$ cat src/rtl/muldiv_pkg.sv
// Shared op and state encodings for the iterative multiply/divide unit.
package muldiv_pkg;

  localparam logic [1:0] OP_MULT  = 2'b00;
  localparam logic [1:0] OP_MULTU = 2'b01;
  localparam logic [1:0] OP_DIV   = 2'b10;
  localparam logic [1:0] OP_DIVU  = 2'b11;

  typedef enum logic [1:0] {
    S_IDLE = 2'b00,
    S_RUN  = 2'b01,
    S_FIN  = 2'b10
  } state_t;

  function automatic logic op_is_div(input logic [1:0] op);
    return op[1];
  endfunction

  function automatic logic op_is_signed(input logic [1:0] op);
    return ~op[0];
  endfunction

endpackage

$ cat src/rtl/muldiv_signfix.sv
// Combinational conditional two's-complement negate of a W-bit value.
module muldiv_signfix #(
  parameter int W = 32
) (
  input  logic         neg,
  input  logic [W-1:0] din,
  output logic [W-1:0] dout
);

  assign dout = neg ? (~din + W'(1)) : din;

endmodule

$ cat src/rtl/muldiv_unit.sv
// Iterative signed/unsigned multiply and restoring divide into HI/LO.
// MULDIV_EARLY_EXIT_EN: multiplies finish once the remaining multiplier bits are zero.
module muldiv_unit
  import muldiv_pkg::*;
#(
  parameter int WIDTH = 32
) (
  input  logic             clk,
  input  logic             reset,
  input  logic             start,
  input  logic [1:0]       op,
  input  logic [WIDTH-1:0] a,
  input  logic [WIDTH-1:0] b,
  output logic             busy,
  output logic             done,
  output logic             div0,
  output logic [WIDTH-1:0] hi,
  output logic [WIDTH-1:0] lo
);

  localparam int CNT_W = $clog2(WIDTH + 1);

  state_t             state, state_nxt;
  logic [CNT_W-1:0]   cnt;
  logic               div_r, sgn_a, sgn_b, dz;
  logic [2*WIDTH-1:0] acc, mcand;
  logic [WIDTH-1:0]   mplier;   // multiplier, or dividend shifting into quotient
  logic [WIDTH-1:0]   divisor;
  logic [WIDTH:0]     rem;

  logic               accept, a_neg, b_neg, b_zero, last_iter, rem_ge;
  logic [WIDTH-1:0]   abs_a, abs_b, quo_fix, rem_fix;
  logic [2*WIDTH-1:0] prod_fix;
  logic [WIDTH+1:0]   rem_sh, rem_diff;

  // The done cycle is IDLE, but a start there must still be dropped.
  assign accept = (state == S_IDLE) && start && !done;
  assign a_neg  = op_is_signed(op) & a[WIDTH-1];
  assign b_neg  = op_is_signed(op) & b[WIDTH-1];
  assign b_zero = op_is_div(op) && (b == '0);
  assign busy   = (state != S_IDLE);

  muldiv_signfix #(.W(WIDTH))   u_abs_a (.neg(a_neg),         .din(a),              .dout(abs_a));
  muldiv_signfix #(.W(WIDTH))   u_abs_b (.neg(b_neg),         .din(b),              .dout(abs_b));
  muldiv_signfix #(.W(2*WIDTH)) u_prod  (.neg(sgn_a ^ sgn_b), .din(acc),            .dout(prod_fix));
  muldiv_signfix #(.W(WIDTH))   u_quo   (.neg(sgn_a ^ sgn_b), .din(mplier),         .dout(quo_fix));
  muldiv_signfix #(.W(WIDTH))   u_rem   (.neg(sgn_a),         .din(rem[WIDTH-1:0]), .dout(rem_fix));

  // Restoring step: the sign of the trial subtraction decides the quotient bit.
  assign rem_sh   = {rem, mplier[WIDTH-1]};
  assign rem_diff = rem_sh - {2'b00, divisor};
  assign rem_ge   = ~rem_diff[WIDTH+1];

`ifdef MULDIV_EARLY_EXIT_EN
  assign last_iter = (cnt == CNT_W'(1)) || (!div_r && (mplier[WIDTH-1:1] == '0));
`else
  assign last_iter = (cnt == CNT_W'(1));
`endif

  always_ff @(posedge clk) begin
    if (reset) state <= S_IDLE;
    else       state <= state_nxt;
  end

  always_comb begin
    state_nxt = state;
    case (state)
      S_IDLE:  if (accept) state_nxt = b_zero ? S_FIN : S_RUN;
      S_RUN:   if (last_iter) state_nxt = S_FIN;
      S_FIN:   state_nxt = S_IDLE;
      default: state_nxt = S_IDLE;
    endcase
  end

  always_ff @(posedge clk) begin
    if (reset) begin
      cnt     <= '0;
      done    <= 1'b0;
      div0    <= 1'b0;
      hi      <= '0;
      lo      <= '0;
      div_r   <= 1'b0;
      sgn_a   <= 1'b0;
      sgn_b   <= 1'b0;
      dz      <= 1'b0;
      acc     <= '0;
      mcand   <= '0;
      mplier  <= '0;
      divisor <= '0;
      rem     <= '0;
    end else begin
      done <= 1'b0;
      case (state)
        S_IDLE: begin
          if (accept) begin
            div_r   <= op_is_div(op);
            sgn_a   <= a_neg;
            sgn_b   <= b_neg;
            dz      <= b_zero;
            div0    <= 1'b0;
            cnt     <= CNT_W'(WIDTH);
            acc     <= '0;
            rem     <= '0;
            mcand   <= {{WIDTH{1'b0}}, abs_a};
            mplier  <= op_is_div(op) ? abs_a : abs_b;
            divisor <= abs_b;
          end
        end
        S_RUN: begin
          cnt <= cnt - CNT_W'(1);
          if (div_r) begin
            rem    <= rem_ge ? rem_diff[WIDTH:0] : rem_sh[WIDTH:0];
            mplier <= {mplier[WIDTH-2:0], rem_ge};
          end else begin
            if (mplier[0]) acc <= acc + mcand;
            mcand  <= mcand << 1;
            mplier <= mplier >> 1;
          end
        end
        S_FIN: begin
          done <= 1'b1;
          div0 <= dz;
          if (!dz) begin
            if (div_r) begin
              hi <= rem_fix;
              lo <= quo_fix;
            end else begin
              {hi, lo} <= prod_fix;
            end
          end
        end
        default: ;
      endcase
    end
  end

endmodule

$ cat config.mk
export PLATFORM = sky130hd
export DESIGN_NAME = muldiv_unit
export DESIGN_NICKNAME = d
export VERILOG_FILES = /design/src/rtl/muldiv_pkg.sv /design/src/rtl/muldiv_signfix.sv /design/src/rtl/muldiv_unit.sv
export SDC_FILE = /design/constraint.sdc
export NUM_CORES = 1
export LEC_CHECK = 0
export BUFFER_PORTS_ARGS = -buffer_cell sky130_fd_sc_hd__buf_4
export CAP_MARGIN = 30
export CORE_MARGIN = 2
export CORE_UTILIZATION = 45
export DETAILED_ROUTE_END_ITERATION = 8
export SLEW_MARGIN = 20
export SYNTH_ARGS = -nofsm -noshare
export SYNTH_HDL_FRONTEND = slang
export SYNTH_SLANG_ARGS = --single-unit
$ cat constraint.sdc
create_clock -name clk -period 9.46 [get_ports clk]
set_input_delay 1.892 -clock clk [delete_from_list [all_inputs] [get_ports clk]]
set_output_delay 1.892 -clock clk [all_outputs]
set_load 0.005 [all_outputs]
==> results of run 1 <==
[flip-flops by register name (all words and copies together), names as in the netlist]
register and cells:
acc 64, dz 1, lo 32, sgn_a 1
hi 32, mplier 32, rem 33, mcand 64
div0 1, div_r 1, state 2, cnt 6
sgn_b 1, done 1, divisor 32
[synth_stat cells, drive strengths merged (86+ instances only)]
library cell  number  share of area [%]
clkbuf           171                3.0
nand3             94                2.2
o21ai            146                3.4
ha               102                6.0
a211oi           133                4.7
nor2             301                5.3
nand2            316                5.5
xor2             121                4.9
dfxtp            303                 28
a21oi            310                7.2
inv               86                1.5
xnor2            138                5.6
[worst paths after layout]
kind	start	end	slack, ns	depth (start not counted)
worst min register to register	hi[2]	hi[2]	0.45	2
worst max-delay path	b[3]	state[1]	4.82	9
worst min-delay path	hi[2]	hi[2]	0.45	2
worst max register to register	acc[0]	acc[62]	4.99	15
[per-stage QoR]
stage / setup WS, ns / hold WS [ns]
global route: 4.50 / 0.468
CTS: 4.96 / 0.454
detailed placement: 4.38 / 0.446
floorplan: 5.00 / 0.432
global placement: 4.48 / 0.441
finish: 4.82 / 0.449
[power by group through the flow]
stage          sequential (uW)  clock, uW  combinational (uW)
2_1_floorplan             1420          0                 605
3_3_place_gp              1480          0                 828
3_5_place_dp              1480          0                 840
4_1_cts                   1460       1580                 844
5_1_grt                   1460       1630                 942
6_report                  1460       1550                 862
[kinds of logic (layout without fill, tap and decap cells)]
| family | after synthesis | in the layout | share of synthesized area (%) |
|---|---|---|---|
| xor+xnor | 259 | 259 | 10.6 |
| fa+ha+maj | 104 | 104 | 6.14 |
| simple gates | 948 | 948 | 20.1 |
| mux | 41 | 41 | 1.98 |
| buf+inv | 279 | 319 | 4.96 |
| flops | 303 | 303 | 28.3 |
| compound gates | 931 | 931 | 28.0 |
[area by class of cell]
class	count	area share (%)
multi-input cells	2283	59.6
repair buffers	165	5.41
well taps	607	3.14
flip-flops and latches	303	25.1
inverters	86	1.33
clock inverters	15	0.853
clock buffers	53	4.59
[routing by layer]
layer,share of wire (%),up-vias
li1,-,10300
met1,43,10200
met2,46,735
met3,6.2,142
met4,5.2,0
met5,0,-
[critical path, delay by kind of cell]
family | cells | cell delay (ns)
AO/OA/AOI/OAI | 2 | 0.59
buffers and inverters | 1 | 0.12
AND/OR/NAND/NOR | 6 | 2.47
==> run_results.csv, run 1 <==
group,metric,value,unit
clocking,cts.clk_slew.worst_paths,0.06,ns
final_layout,syn2layout_area_growth,12.8,%
clocking,ctsResizeCount,0,
worst_setup_path,worst_path_max_delay_cell,"nor4b_1",
drt,drtAntennaViolNets,0,
sta,tns,0,ns
clocking,clock_latency,0.56,ns
place,place.gp.congestion,0.915,
yosys,ys.flop_type,"dfxtp_1",
global_routing,busiest_layer,"met2",
worst_setup_path,startpoint_type,"input pin",
yosys,synth-seq-area-share,28.3,%
sta,period_share,49.0,%
global_routing,grt_use_total,28.7,%
worst_setup_path,path_cells,"buf_4 -> nor3_1 -> nand4b_1 -> nor3_1 -> nand2_1 -> or4_1 -> nor4b_1 -> a21oi_1 -> a2111oi_0",
die,io_pins,136,
global_routing,grt_first_pass_wirelength,114000,um
global_routing,grt_pass1_vias,20000,
worst_setup_path,cp_max_fo,5,
pwr,power,3870,uW
outcome,status,"finished, final reports clean",
sta,fin_worst_skew,0.0127,ns
final_layout,multi_input_area,14400,sq um
pwr,leakagePower,0.00966,uW
place,dp_hpwl,53900,um
drt,drt_pre_antenna_iters,6,
sta,slew_headroom,40.1,%
worst_setup_path,critPathMaxStageDelay,0.63,ns
pwr,p_int,2600,uW
place,dpl_cell_area,22800,sq um
die,coreArea,46800,sq um
pwr,power_frac_seq,37.7,%
drt,drtIter0Drc,1838,
yosys,async_flop_share,0,%
sta,maxSlewViolCount,0,
clocking,cts-buffers-inserted,37,
clocking,cts_root_buf,"clkbuf_16",
global_routing,antenna_found_initial,0,
final_layout,stdcell_count,3512,
die,rows,79,
final_layout,drive_gt1_share,9.12,%
drt,drc,0,
global_routing,met2_usage,47.0,%
pwr,p_comb_share,22.2,%
yosys,syn_area,21400,sq um
sta,clock.fmax,0.216,GHz
drt,wl_per_cell,20.8,um
sta,worstMarginPinSlew,0.898,ns
place,portBuffers,135,
worst_setup_path,cp.required,9.89,ns
final_layout,fill_cells,4630,
worst_setup_path,end_kind,"flop",
sta,hold_violations,0,
drt,drt-total-wl,73100,um
clocking,clk_path_buf_depth,3,
global_routing,grt_use_met1,37.0,%
drt,dr_total_vias,21400,
pwr,power_density,160,nW/um^2
final_layout,nets,3049,
final_layout,fin_area,24200,sq um
clocking,htreeDepth,2,
flow_run,drv_cap,0,
clocking,cts_setup_buffers,0,
global_routing,grt_use_met3,4.15,%
yosys,ys_warn_count,0,
pwr,peakVddDrop,0.000146,V
pwr,p_sw,1280,uW
final_layout,final_cell_mix,"316 x nand2_1, 310 x a21oi_1, 302 x dfxtp_1",
pwr,netSwitchingFraction,32.9,%
yosys,synth_cell_types,74,
worst_setup_path,path_common_cell,"nor3_1",
die,die_area,49400,sq um
yosys,synthCells,2865,
pwr,power.share.clock,40.1,%
sta,rsz0062_at_grt,"false",
yosys,synthesis.nets,3038,
yosys,syn_avg_cell_area,7.49,sq um
die,die_h,222,um
die,die_w,222,um
worst_setup_path,crit_type,"in2reg",
final_layout,post-route-util,51.8,%
final_layout,area.sequential,6070,sq um
drt,viasPerCell,6.10,
clocking,cts_tree,"yes",
final_layout,final_common_cell,"nand2_1",
clocking,cts.sinks,303,
clocking,ctsHoldBuffers,0,
final_layout,n_antenna_cell,0,
sta,setup_violations,0,
global_routing,grt_max_degree,96,
yosys,synth-edff-count,0,
sta,period_minus_slack,4.64,ns
worst_setup_path,cp_data_arrival_time,5.07,ns
yosys,ys_ff_latch,303,
place,placed_cells,3441,
global_routing,overflow,0,
die,initial_core_util,45.9,%
min_path,hold_path_class,"reg2reg",
Power figures use the tool's default switching activity.
==> run 2: changes to the inputs <==
--- a/config.mk
+++ b/config.mk
@@ -5,6 +5,7 @@
 export SDC_FILE = /design/constraint.sdc
 export NUM_CORES = 1
 export LEC_CHECK = 0
+export ABC_AREA = 1
 export BUFFER_PORTS_ARGS = -buffer_cell sky130_fd_sc_hd__buf_4
 export CAP_MARGIN = 30
 export CORE_MARGIN = 2
==> constraint.sdc (replaced) <==
create_clock -name clk -period 4.01 [get_ports clk]
set_input_delay 0.802 -clock clk [delete_from_list [all_inputs] [get_ports clk]]
set_output_delay 0.802 -clock clk [all_outputs]
set_load 0.005 [all_outputs]
==> run 2 against run 1 <==
Effect of this change: total power grew to 4.1 times the previous value; clock skew is 0.0082 ns higher; via count is 41% higher; register-to-register slack worse by 3.8 ns; die area is 26% higher; critical endpoint is now acc[57]; sequential share of layout area is 4.8 points lower; synthesized cell count is 61% higher; largest cell class unchanged; worst setup slack worse by 3.6 ns.
==> run_results.csv, run 2 <==
group,metric,value,unit
final_layout,largest_registers,"acc: 64 flops, mcand: 64 flops, rem: 33 flops",
yosys,synth_cell_types,65,
yosys,synth_common_cells,"1189 x nand2_1, 639 x inv_1, 455 x nor2_1",
pwr,power.share.clock,23.2,%
place,dp_hpwl,83200,um
clocking,cts-buffers-inserted,40,
worst_setup_path,startpoint_type,"flop",
yosys,synth-edff-count,0,
yosys,ys_warn_count,0,
pwr,power_frac_seq,27.2,%
drt,drt-total-wl,107000,um
drt,drc,0,
pwr,p_sw,7840,uW
global_routing,busiest_layer,"met2",
global_routing,grt_max_degree,144,
clocking,cts_root_buf,"clkbuf_16",
final_layout,final_common_cell,"nand2_1",
yosys,ys_top_cells_by_area,"dfxtp_1 22%, nand2_1 16%, inv_1 8.8%",
yosys,synth_top_area_share,22.3,%
yosys,ys.flop_type,"dfxtp_1",
sta,setup_violations,0,
final_layout,nets,4818,
drt,viasPerCell,5.54,
die,die_h,250,um
place,portBuffers,135,
die,rows,90,
place,place.gp.congestion,0.969,
place,dpl_cell_area,28600,sq um
worst_setup_path,cp_max_fo,5,
clocking,ctsHoldBuffers,0,
sta,hold_violations,0,
sta,period_minus_slack,2.77,ns
final_layout,final_cell_mix,"1189 x nand2_1, 638 x inv_1, 448 x nor2_1",
sta,worstMarginPinSlew,0.967,ns
sta,maxSlewViolCount,0,
pwr,peakVddDrop,0.000533,V
pwr,netSwitchingFraction,48.8,%
clocking,cts_setup_buffers,0,
worst_setup_path,crit_type,"reg2reg",
die,coreArea,60000,sq um
flow_run,drv_cap,0,
global_routing,met2_usage,52.9,%
die,die_w,250,um
drt,drtIter0Drc,2659,
clocking,cts.clk_slew.worst_paths,0.06,ns
pwr,p_comb_share,49.7,%
die,die_area,62400,sq um
final_layout,drive_gt1_share,9.56,%
clocking,htreeDepth,2,
outcome,status,"finished, final reports clean",
global_routing,grt_first_pass_wirelength,163000,um
die,io_pins,136,
die,initial_core_util,45.3,%
drt,drt_pre_antenna_iters,6,
yosys,synthesis.nets,4788,
drt,wl_per_cell,19.6,um
clocking,clock_latency,0.58,ns
pwr,power,16100,uW
final_layout,fin_area,29900,sq um
sta,rsz0062_at_grt,"false",
yosys,synth-seq-area-share,22.3,%
global_routing,grt_pass1_vias,27800,
sta,period_share,69.1,%
yosys,yosys.area.top_type,"dfxtp_1",
sta,slew_headroom,35.5,%
min_path,hold_start,"cnt[3]",
worst_setup_path,r2r_start,"acc[2]",
sta,fin_worst_skew,0.0209,ns
clocking,cts.sinks,303,
pwr,p_int,8230,uW
yosys,async_flop_share,0,%
yosys,syn_area,27200,sq um
pwr,leakagePower,0.0147,uW
pwr,power_density,537,nW/um^2
clocking,clk_path_buf_depth,3,
global_routing,grt_use_total,33.4,%
yosys,synthCells,4615,
drt,dr_total_vias,30200,
worst_setup_path,cp_data_arrival_time,3.27,ns
global_routing,overflow,0,
final_layout,syn2layout_area_growth,10.1,%
global_routing,grt_use_met3,4.80,%
sta,clock.fmax,0.361,GHz
yosys,yosysMostFrequentCell,"nand2_1",
worst_setup_path,cp.required,4.51,ns
clocking,ctsResizeCount,0,
global_routing,antenna_found_initial,0,
clocking,cts_tree,"yes",
yosys,syn_avg_cell_area,5.89,sq um
yosys,ys_ff_latch,303,
global_routing,grt_use_met1,45.4,%
sta,tns,0,ns
min_path,hold_path_class,"reg2reg",
drt,drtAntennaViolNets,0,
worst_setup_path,end_kind,"flop",
worst_setup_path,startpoint,"acc[2]",
run 2: changes by cell type after synthesis, moves of 74 or more:
cell and change:
a211oi_1 -129, a21oi_1 +102, clkbuf_1 -77, inv_1 +553, nand2_1 +873, nand3_1 +284, nand3_2 +74, nor2_1 +154
o21ai_0 +181, xnor2_1 -114, xor2_1 -86
run 2: cells by family (layout without fill, tap and decap cells):
group / after synthesis / after routing / synth area share, %
and+or+nand+nor: 2337 / 2337 / 38.3
xor gates and xnor gates: 59 / 59 / 1.90
AOI/OAI and AO/OA: 972 / 972 / 20.2
other: 0 / 1 / 0
adders and majority gates: 104 / 104 / 4.84
buffers and inverters: 840 / 902 / 12.5
DFF: 303 / 303 / 22.3
run 2: power groups by stage:
stage | registers (uW) | logic [uW] | clock network (uW)
global placement | 4410 | 7810 | 0
floorplan | 4090 | 5610 | 0
global route | 4430 | 8850 | 3890
detailed placement | 4410 | 7830 | 0
finish | 4360 | 7980 | 3730
CTS | 4350 | 7860 | 3770
run 2: worst paths after layout:
kind | to | slack (ns) | cells past startpoint
setup / recovery | acc[57] | 1.24 | 14
hold / removal | cnt[3] | 0.47 | 1
setup reg to reg | acc[57] | 1.24 | 14
hold reg to reg | cnt[3] | 0.47 | 1
run 2: per-stage QoR:
step / instances / setup WS [ns] / util (%) / hold slack (ns)
floorplan: 4615 / 1.77 / - / 0.429
global placement: 5385 / 1.28 / 47.6 / 0.443
detailed placement: 5385 / 1.26 / 47.6 / 0.457
CTS: 5459 / 1.26 / 49.9 / 0.466
global route: 5459 / 0.975 / 49.9 / 0.505
finish: 5460 / 1.24 / 49.9 / 0.465
run 2: final cells by class:
type / count / area, sq um
diodes: 1 / 2.50
clock buffers: 49 / 1120
clock inverters: 25 / 226
fillers: 6554 / 30100
inverters: 665 / 2500
multi-input cells: 3472 / 17800
flip-flops and latches: 303 / 6070
well taps: 782 / 978
repair buffers: 163 / 1270
run 2: critical path: stages, from the launching register on:
cell and delay (ns):
dfxtp_1 0.47, ha_1 0.35, a21oi_1 0.24, nand2_1 0.19
nand2_1 0.10, nand2_1 0.19, nand2_1 0.11, nand2_1 0.18
nand2_1 0.11, nand3_1 0.18, nand2_1 0.17, nand2_1 0.07
nand2_1 0.06, nand3_1 0.10, a21oi_1 0.18
run 2: per-layer routing:
| layer | up-vias | part of all wire [%] |
|---|---|---|
| met5 | - | 0 |
| met4 | 0 | 4.3 |
| met3 | 199 | 7.3 |
| met2 | 1095 | 44 |
| met1 | 13700 | 44 |
| li1 | 15200 | - |
